===== src/rtl/i2c_arb_pkg.sv =====
// Shared definitions for the two-client I2C arbiter.
// Holds the arbiter FSM state encoding, the client count and the
// round-robin grant helper used by the top level.
package i2c_arb_pkg;

   localparam int NCLIENT = 2;

   typedef enum logic [1:0] {
      IDLE  = 2'd0,
      ISSUE = 2'd1,
      WAIT  = 2'd2,
      FLUSH = 2'd3
   } arb_state_t;

   // Picks the client to serve. On a tie, the client that was not served
   // last gets the bus, so neither client can starve the other.
   function automatic logic pick_grant(input logic pend0,
                                       input logic pend1,
                                       input logic last_grant);
      logic grant;
      if (pend0 && pend1) begin
         grant = ~last_grant;
      end else if (pend1) begin
         grant = 1'b1;
      end else begin
         grant = 1'b0;
      end
      return grant;
   endfunction

endpackage


===== src/rtl/i2c_arb_req.sv =====
// Per-client request holder for the I2C arbiter.
// Captures one client's transaction fields on an exec pulse and keeps the
// busy flag set until the arbiter finishes (done or timeout) the request.
// Ports:
//   clk, rst_n        clock, asynchronous active-low reset
//   exec              client request pulse, fields valid in the same cycle
//   rh_wl .. reg_num  transaction fields from the client
//   clear             arbiter finished this client's request
//   busy              request pending or in service
//   lat_*             latched copy of the fields
module i2c_arb_req #(
   parameter int WIDTH = 8
) (
   input  logic             clk,
   input  logic             rst_n,
   input  logic             exec,
   input  logic             rh_wl,
   input  logic [6:0]       slave_addr,
   input  logic [15:0]      addr,
   input  logic [7:0]       data_w,
   input  logic             bit_ctrl,
   input  logic [WIDTH-1:0] reg_num,
   input  logic             clear,
   output logic             busy,
   output logic             lat_rh_wl,
   output logic [6:0]       lat_slave_addr,
   output logic [15:0]      lat_addr,
   output logic [7:0]       lat_data_w,
   output logic             lat_bit_ctrl,
   output logic [WIDTH-1:0] lat_reg_num
);

   // Fields are only captured while idle, so a repeated exec from a busy
   // client can never corrupt the request already queued or on the bus.
   // clear only ever arrives while busy, so it never races a new capture.
   always_ff @(posedge clk or negedge rst_n) begin
      if (!rst_n) begin
         busy           <= 1'b0;
         lat_rh_wl      <= 1'b0;
         lat_slave_addr <= '0;
         lat_addr       <= '0;
         lat_data_w     <= '0;
         lat_bit_ctrl   <= 1'b0;
         lat_reg_num    <= '0;
      end else if (exec && !busy) begin
         busy           <= 1'b1;
         lat_rh_wl      <= rh_wl;
         lat_slave_addr <= slave_addr;
         lat_addr       <= addr;
         lat_data_w     <= data_w;
         lat_bit_ctrl   <= bit_ctrl;
         lat_reg_num    <= reg_num;
      end else if (clear) begin
         busy <= 1'b0;
      end
   end

endmodule


===== src/rtl/i2c_arb.sv =====
// Two-client arbiter in front of a single i2c_dri master.
// Each client posts a request with cN_exec; requests are queued per client,
// granted round-robin, issued to the master with a one-cycle m_exec, and
// the master's per-byte results are routed back to the owning client only.
// A stuck transaction is aborted after TIMEOUT_CYC cycles; the arbiter then
// flushes for up to another TIMEOUT_CYC cycles so a late m_done from the
// aborted transfer cannot be credited to the next client.
// Ports:
//   clk, rst_n              clock (dri_clk domain), async active-low reset
//   cN_exec .. cN_reg_num   client N request fields
//   cN_data_r/byte_done/ack client N view of master results (owner only)
//   cN_done, cN_timeout     completion / abort pulses
//   cN_busy                 request pending or in service
//   m_*                     master request fields out, results in
module i2c_arb
   import i2c_arb_pkg::*;
#(
   parameter int WIDTH       = 8,
   parameter int TIMEOUT_CYC = 100000
) (
   input  logic             clk,
   input  logic             rst_n,
   input  logic             c0_exec,
   input  logic             c0_rh_wl,
   input  logic [6:0]       c0_slave_addr,
   input  logic [15:0]      c0_addr,
   input  logic [7:0]       c0_data_w,
   input  logic             c0_bit_ctrl,
   input  logic [WIDTH-1:0] c0_reg_num,
   output logic [7:0]       c0_data_r,
   output logic             c0_byte_done,
   output logic             c0_ack,
   output logic             c0_done,
   output logic             c0_busy,
   output logic             c0_timeout,
   input  logic             c1_exec,
   input  logic             c1_rh_wl,
   input  logic [6:0]       c1_slave_addr,
   input  logic [15:0]      c1_addr,
   input  logic [7:0]       c1_data_w,
   input  logic             c1_bit_ctrl,
   input  logic [WIDTH-1:0] c1_reg_num,
   output logic [7:0]       c1_data_r,
   output logic             c1_byte_done,
   output logic             c1_ack,
   output logic             c1_done,
   output logic             c1_busy,
   output logic             c1_timeout,
   output logic             m_exec,
   output logic             m_rh_wl,
   output logic [6:0]       m_slave_addr,
   output logic [15:0]      m_addr,
   output logic [7:0]       m_data_w,
   output logic             m_bit_ctrl,
   output logic [WIDTH-1:0] m_reg_num,
   input  logic [7:0]       m_data_r,
   input  logic             m_byte_done,
   input  logic             m_ack,
   input  logic             m_done
);

   localparam int            CW       = (TIMEOUT_CYC > 2) ? $clog2(TIMEOUT_CYC) : 1;
   localparam logic [CW-1:0] CNT_LAST = CW'(TIMEOUT_CYC - 1);

   arb_state_t           state, state_d;
   logic                 owner, owner_d;
   logic                 last_grant, last_grant_d;
   logic [CW-1:0]        cnt, cnt_d;
   logic [NCLIENT-1:0]   busy;
   logic [NCLIENT-1:0]   clear;

   logic                 l0_rh_wl, l1_rh_wl;
   logic [6:0]           l0_slave_addr, l1_slave_addr;
   logic [15:0]          l0_addr, l1_addr;
   logic [7:0]           l0_data_w, l1_data_w;
   logic                 l0_bit_ctrl, l1_bit_ctrl;
   logic [WIDTH-1:0]     l0_reg_num, l1_reg_num;

   i2c_arb_req #(.WIDTH(WIDTH)) u_req0 (
      .clk            (clk),
      .rst_n          (rst_n),
      .exec           (c0_exec),
      .rh_wl          (c0_rh_wl),
      .slave_addr     (c0_slave_addr),
      .addr           (c0_addr),
      .data_w         (c0_data_w),
      .bit_ctrl       (c0_bit_ctrl),
      .reg_num        (c0_reg_num),
      .clear          (clear[0]),
      .busy           (busy[0]),
      .lat_rh_wl      (l0_rh_wl),
      .lat_slave_addr (l0_slave_addr),
      .lat_addr       (l0_addr),
      .lat_data_w     (l0_data_w),
      .lat_bit_ctrl   (l0_bit_ctrl),
      .lat_reg_num    (l0_reg_num)
   );

   i2c_arb_req #(.WIDTH(WIDTH)) u_req1 (
      .clk            (clk),
      .rst_n          (rst_n),
      .exec           (c1_exec),
      .rh_wl          (c1_rh_wl),
      .slave_addr     (c1_slave_addr),
      .addr           (c1_addr),
      .data_w         (c1_data_w),
      .bit_ctrl       (c1_bit_ctrl),
      .reg_num        (c1_reg_num),
      .clear          (clear[1]),
      .busy           (busy[1]),
      .lat_rh_wl      (l1_rh_wl),
      .lat_slave_addr (l1_slave_addr),
      .lat_addr       (l1_addr),
      .lat_data_w     (l1_data_w),
      .lat_bit_ctrl   (l1_bit_ctrl),
      .lat_reg_num    (l1_reg_num)
   );

   assign c0_busy = busy[0];
   assign c1_busy = busy[1];

   // State, owner, round-robin history and the WAIT/FLUSH cycle counter.
   // last_grant starts at 1 so client 0 wins the first tie after reset.
   always_ff @(posedge clk or negedge rst_n) begin
      if (!rst_n) begin
         state      <= IDLE;
         owner      <= 1'b0;
         last_grant <= 1'b1;
         cnt        <= '0;
      end else begin
         state      <= state_d;
         owner      <= owner_d;
         last_grant <= last_grant_d;
         cnt        <= cnt_d;
      end
   end

   // Next-state logic plus all routing. The master only sees the owner's
   // request while ISSUE/WAIT are active; results and done travel back
   // combinationally during WAIT so the client sees m_done on the same
   // edge the master reports it. FLUSH routes nothing: whatever the master
   // still produces belongs to an aborted transfer.
   always_comb begin
      state_d      = state;
      owner_d      = owner;
      last_grant_d = last_grant;
      cnt_d        = cnt;
      clear        = '0;

      m_exec       = 1'b0;
      m_rh_wl      = 1'b0;
      m_slave_addr = '0;
      m_addr       = '0;
      m_data_w     = '0;
      m_bit_ctrl   = 1'b0;
      m_reg_num    = '0;

      c0_data_r    = '0;
      c0_byte_done = 1'b0;
      c0_ack       = 1'b0;
      c0_done      = 1'b0;
      c0_timeout   = 1'b0;
      c1_data_r    = '0;
      c1_byte_done = 1'b0;
      c1_ack       = 1'b0;
      c1_done      = 1'b0;
      c1_timeout   = 1'b0;

      if (state == ISSUE || state == WAIT) begin
         m_rh_wl      = owner ? l1_rh_wl      : l0_rh_wl;
         m_slave_addr = owner ? l1_slave_addr : l0_slave_addr;
         m_addr       = owner ? l1_addr       : l0_addr;
         m_data_w     = owner ? l1_data_w     : l0_data_w;
         m_bit_ctrl   = owner ? l1_bit_ctrl   : l0_bit_ctrl;
         m_reg_num    = owner ? l1_reg_num    : l0_reg_num;
      end

      case (state)
         IDLE: begin
            if (|busy) begin
               owner_d = pick_grant(busy[0], busy[1], last_grant);
               state_d = ISSUE;
            end
         end

         ISSUE: begin
            m_exec  = 1'b1;
            cnt_d   = '0;
            state_d = WAIT;
         end

         WAIT: begin
            if (owner) begin
               c1_data_r    = m_data_r;
               c1_byte_done = m_byte_done;
               c1_ack       = m_ack;
               c1_done      = m_done;
            end else begin
               c0_data_r    = m_data_r;
               c0_byte_done = m_byte_done;
               c0_ack       = m_ack;
               c0_done      = m_done;
            end

            if (m_done) begin
               clear[owner] = 1'b1;
               last_grant_d = owner;
               state_d      = IDLE;
            end else if (cnt == CNT_LAST) begin
               c0_timeout   = ~owner;
               c1_timeout   = owner;
               clear[owner] = 1'b1;
               last_grant_d = owner;
               cnt_d        = '0;
               state_d      = FLUSH;
            end else begin
               cnt_d = cnt + CW'(1);
            end
         end

         FLUSH: begin
            if (m_done || cnt == CNT_LAST) begin
               state_d = IDLE;
            end else begin
               cnt_d = cnt + CW'(1);
            end
         end

         default: begin
            state_d = IDLE;
         end
      endcase
   end

endmodule


===== config.mk =====
export PLATFORM = sky130hd
export DESIGN_NAME = i2c_arb
export DESIGN_NICKNAME = d
export VERILOG_FILES = /design/src/rtl/i2c_arb_pkg.sv /design/src/rtl/i2c_arb_req.sv /design/src/rtl/i2c_arb.sv
export SDC_FILE = /design/constraint.sdc
export NUM_CORES = 1
export LEC_CHECK = 0
export CORE_MARGIN = 2
export CORE_UTILIZATION = 37
export CTS_BUF_LIST = sky130_fd_sc_hd__clkbuf_4 sky130_fd_sc_hd__clkbuf_8
export DETAILED_ROUTE_END_ITERATION = 7
export GPL_TIMING_DRIVEN = 0
export PLACE_DENSITY = 0.71
export RECOVER_POWER = 25
export SLEW_MARGIN = 10
export SYNTH_ARGS = -nofsm -noshare
export SYNTH_HDL_FRONTEND = slang
export SYNTH_HIERARCHICAL = 1
export SYNTH_SLANG_ARGS = --single-unit

===== constraint.sdc =====
create_clock -name clk -period 3.94 [get_ports clk]
set_clock_uncertainty 0.05 [all_clocks]
set_input_delay 0.788 -clock clk [delete_from_list [all_inputs] [get_ports clk]]
set_output_delay 0.788 -clock clk [all_outputs]
set_load 0.005 [all_outputs]

==> impl_metrics.json <==
{
  "period_share_pct": 92.0,
  "ys_ff_latch": 105,
  "numCtsBuffers": 9,
  "place_ws_ns": 0.685,
  "failed_checks": "capacitance limit, slew limit",
  "h-tree-depth": 3,
  "relSlewSlack_pct": -45.1,
  "finalSetupTns_ns": 0,
  "die_y_um": 129,
  "final_cells": 853,
  "maxCapViolations": 1,
  "status": "finished with violations",
  "clk_latency_ns": 0.37,
  "initial_core_util_pct": 38.0,
  "hpwl_um": 10500,
  "layout_commonest_cell": "clkdlybuf4s50_1",
  "antenna_found_initial": 0,
  "worstSetupEndpointType": "output port",
  "detail-route-antenna-nets": 0,
  "ctsResizeCount": 0,
  "cp-start-kind": "flop",
  "seq_area_frac_synth_pct": 45.4,
  "ir_drop_v": 0.000440,
  "drc": 0,
  "wl_per_cell_um": 16.9,
  "grt_max_degree": 66,
  "cts_tree": "built",
  "syn_nets": 564,
  "grtUsageMet1_pct": 22.5,
  "clock_sinks": 105,
  "powerDensity_nw_per_um2": 731,
  "min_path_type": "reg2reg",
  "top_usage_layer": "met2",
  "dieArea_um2": 16700,
  "cts_root_buffer": "clkbuf_8",
  "drv_slew": 42,
  "holdBufCountCts": 0,
  "hold_viol_final": 0,
  "use_met2_pct": 29.1,
  "fin_nets": 740,
  "clock_path_buffers": 2,
  "finish.utilization_pct": 51.8,
  "synth_edf_count": 0,
  "yosysUniqueCellTypes": 49,
  "multi_input_area_um2": 2880,
  "routed_wl_um": 14400,
  "vias": 4148,
  "setup_violations": 0,
  "worstHoldStart": "u_req0/lat_slave_addr[3]",
  "core_area_um2": 15300,
  "vias_per_cell": 4.86,
  "netlist_area_um2": 5800,
  "yosys_warnings": 6,
  "syn_to_final_growth_pct": 36.3,
  "num_antenna_cells": 0,
  "gr-usage-met3_pct": 4.71,
  "grt_pass1_wl_um": 23000,
  "io_pins": 165,
  "placedCellCount": 837,
  "cp.required_ns": 3.10,
  "synth.avg_cell_area_um2": 12.6,
  "grt_pass1_vias": 4371,
  "io_buffers": 164,
  "overflow": 0,
  "grt_setup_unrepaired": "false",
  "regToRegStartpoint": "state[0]",
  "layout_common_cells": "clkdlybuf4s50_1 (163), dfrtp_1 (104), mux2_4 (80)",
  "synth_top_flop_cell": "dfrtp_1",
  "path_max_fanout": 10,
  "whs_ns": 0.465,
  "first_iter_violations": 213,
  "max_freq_mhz": 276,
  "criticalPathCategory": "reg2out",
  "grt_use_total_pct": 17.6,
  "synthArstFlopShare_pct": 100,
  "die_w_um": 129,
  "netlist_instances": 461,
  "layout_min_cycle_time_ns": 3.62,
  "clk_pin_slew_ns": 0.09,
  "crit_start": "owner",
  "drive_gt1_share_pct": 19.9,
  "gp_congestion": 0.859,
  "leakagePower_uw": 0.00337,
  "cts_setup_buffers": 0,
  "worstPathArrival_ns": 2.79,
  "num_rows": 45,
  "tightest_slew_ns": 2.18,
  "dr.pass1.iters": 5,
  "n_fill_cell": 1373,
  "finalWorstSetupSlack_ns": 0.316,
  "final-seq-area_um2": 2630
}
==> flip-flops by register name (all words and copies together) (netlist names) <==
signal,cells
u_req1/lat_data_w,8
u_req0/busy,1
u_req0/lat_bit_ctrl,1
u_req1/lat_addr,16
u_req0/lat_rh_wl,1
u_req1/lat_slave_addr,7
u_req1/lat_reg_num,8
u_req0/lat_data_w,8
cnt,17
u_req0/lat_slave_addr,7
owner,1
u_req0/lat_reg_num,8
u_req0/lat_addr,16
u_req1/lat_bit_ctrl,1
u_req1/lat_rh_wl,1
state,2
last_grant,1
u_req1/busy,1
==> cell usage after synthesis (all sizes together), types with 3 or more instances <==
cell	number	share of area [%]
nand3	14	1.3
and3	12	1.3
ha	6	1.3
a21o	3	0.41
buf	16	3.8
dfrtp	104	45
nand4	5	0.80
clkbuf	9	0.60
and2	10	1.1
nor2b	45	4.9
mux2i	45	7.8
or3	10	1.1
o21ai	8	0.69
nor3	8	0.69
mux2	82	21
nand2	20	1.3
or2	3	0.32
inv	9	0.58
a21oi	20	1.7
or4	3	0.39
nor2	11	0.71
==> metrics by stage <==
step                total power (uW)  area, um^2
finish                          5770        7900
global route                    6180        7900
CTS                             5850        7930
detailed placement              5140        7730
global placement                5050        7700
floorplan                       3750        5800
==> final timing paths <==
| check | endpoint | slack [ns] | cells past startpoint |
|---|---|---|---|
| setup / recovery | m_slave_addr[3] | 0.32 | 5 |
| hold / removal | u_req0/lat_slave_addr[3] | 0.47 | 1 |
| setup reg to reg | cnt[15] | 1.74 | 7 |
| hold reg to reg | u_req0/lat_slave_addr[3] | 0.47 | 1 |
| max in group asynchronous | u_req1/lat_slave_addr[3] | 0.88 | 2 |
| min in group asynchronous | u_req1/lat_slave_addr[5] | 0.98 | 1 |
==> critical path, cell delays in order, from the launching register on <==
cell	delay [ns]
dfrtp_1	0.33
clkbuf_1	0.52
buf_1	0.70
mux2i_1	0.16
nor2b_1	0.15
clkdlybuf4s50_1	0.55
==> logic make-up (layout without fill, tap and decap cells) <==
kind of cell	count (synthesis)	in the layout	share of synthesized area (%)
buffers and inverters	35	216	5.01
DFF	105	105	45.4
muxes	127	127	28.9
adders and majority gates	6	6	1.30
AOI/OAI and AO/OA	40	40	4.27
and+or+nand+nor	148	148	15.2
==> power by group <==
group | switching (uW) | total (uW) | leakage (uW) | internal [uW]
combinational | 1250 | 3260 | 0.00199 | 2010
clock | 380 | 673 | 0.0000912 | 292
sequential | 289 | 1840 | 0.00129 | 1550
==> layer usage <==
layer / wire length, um / part of all wire, % / up-vias
met5: 0 / 0 / -
met4: 401 / 2.8 / 0
met3: 816 / 5.7 / 27
met2: 6760 / 47 / 137
met1: 6450 / 45 / 2014
li1: - / - / 1970
==> layout make-up <==
type	count	area share [%]
flip-flops and latches	105	33.3
multi-input cells	321	36.4
inverters	10	0.475
clock inverters	7	0.903
well taps	211	3.34
repair buffers	165	20.8
clock buffers	9	1.57
plain buffers	25	3.20
Note: power is estimated with default switching activity, not from simulation.
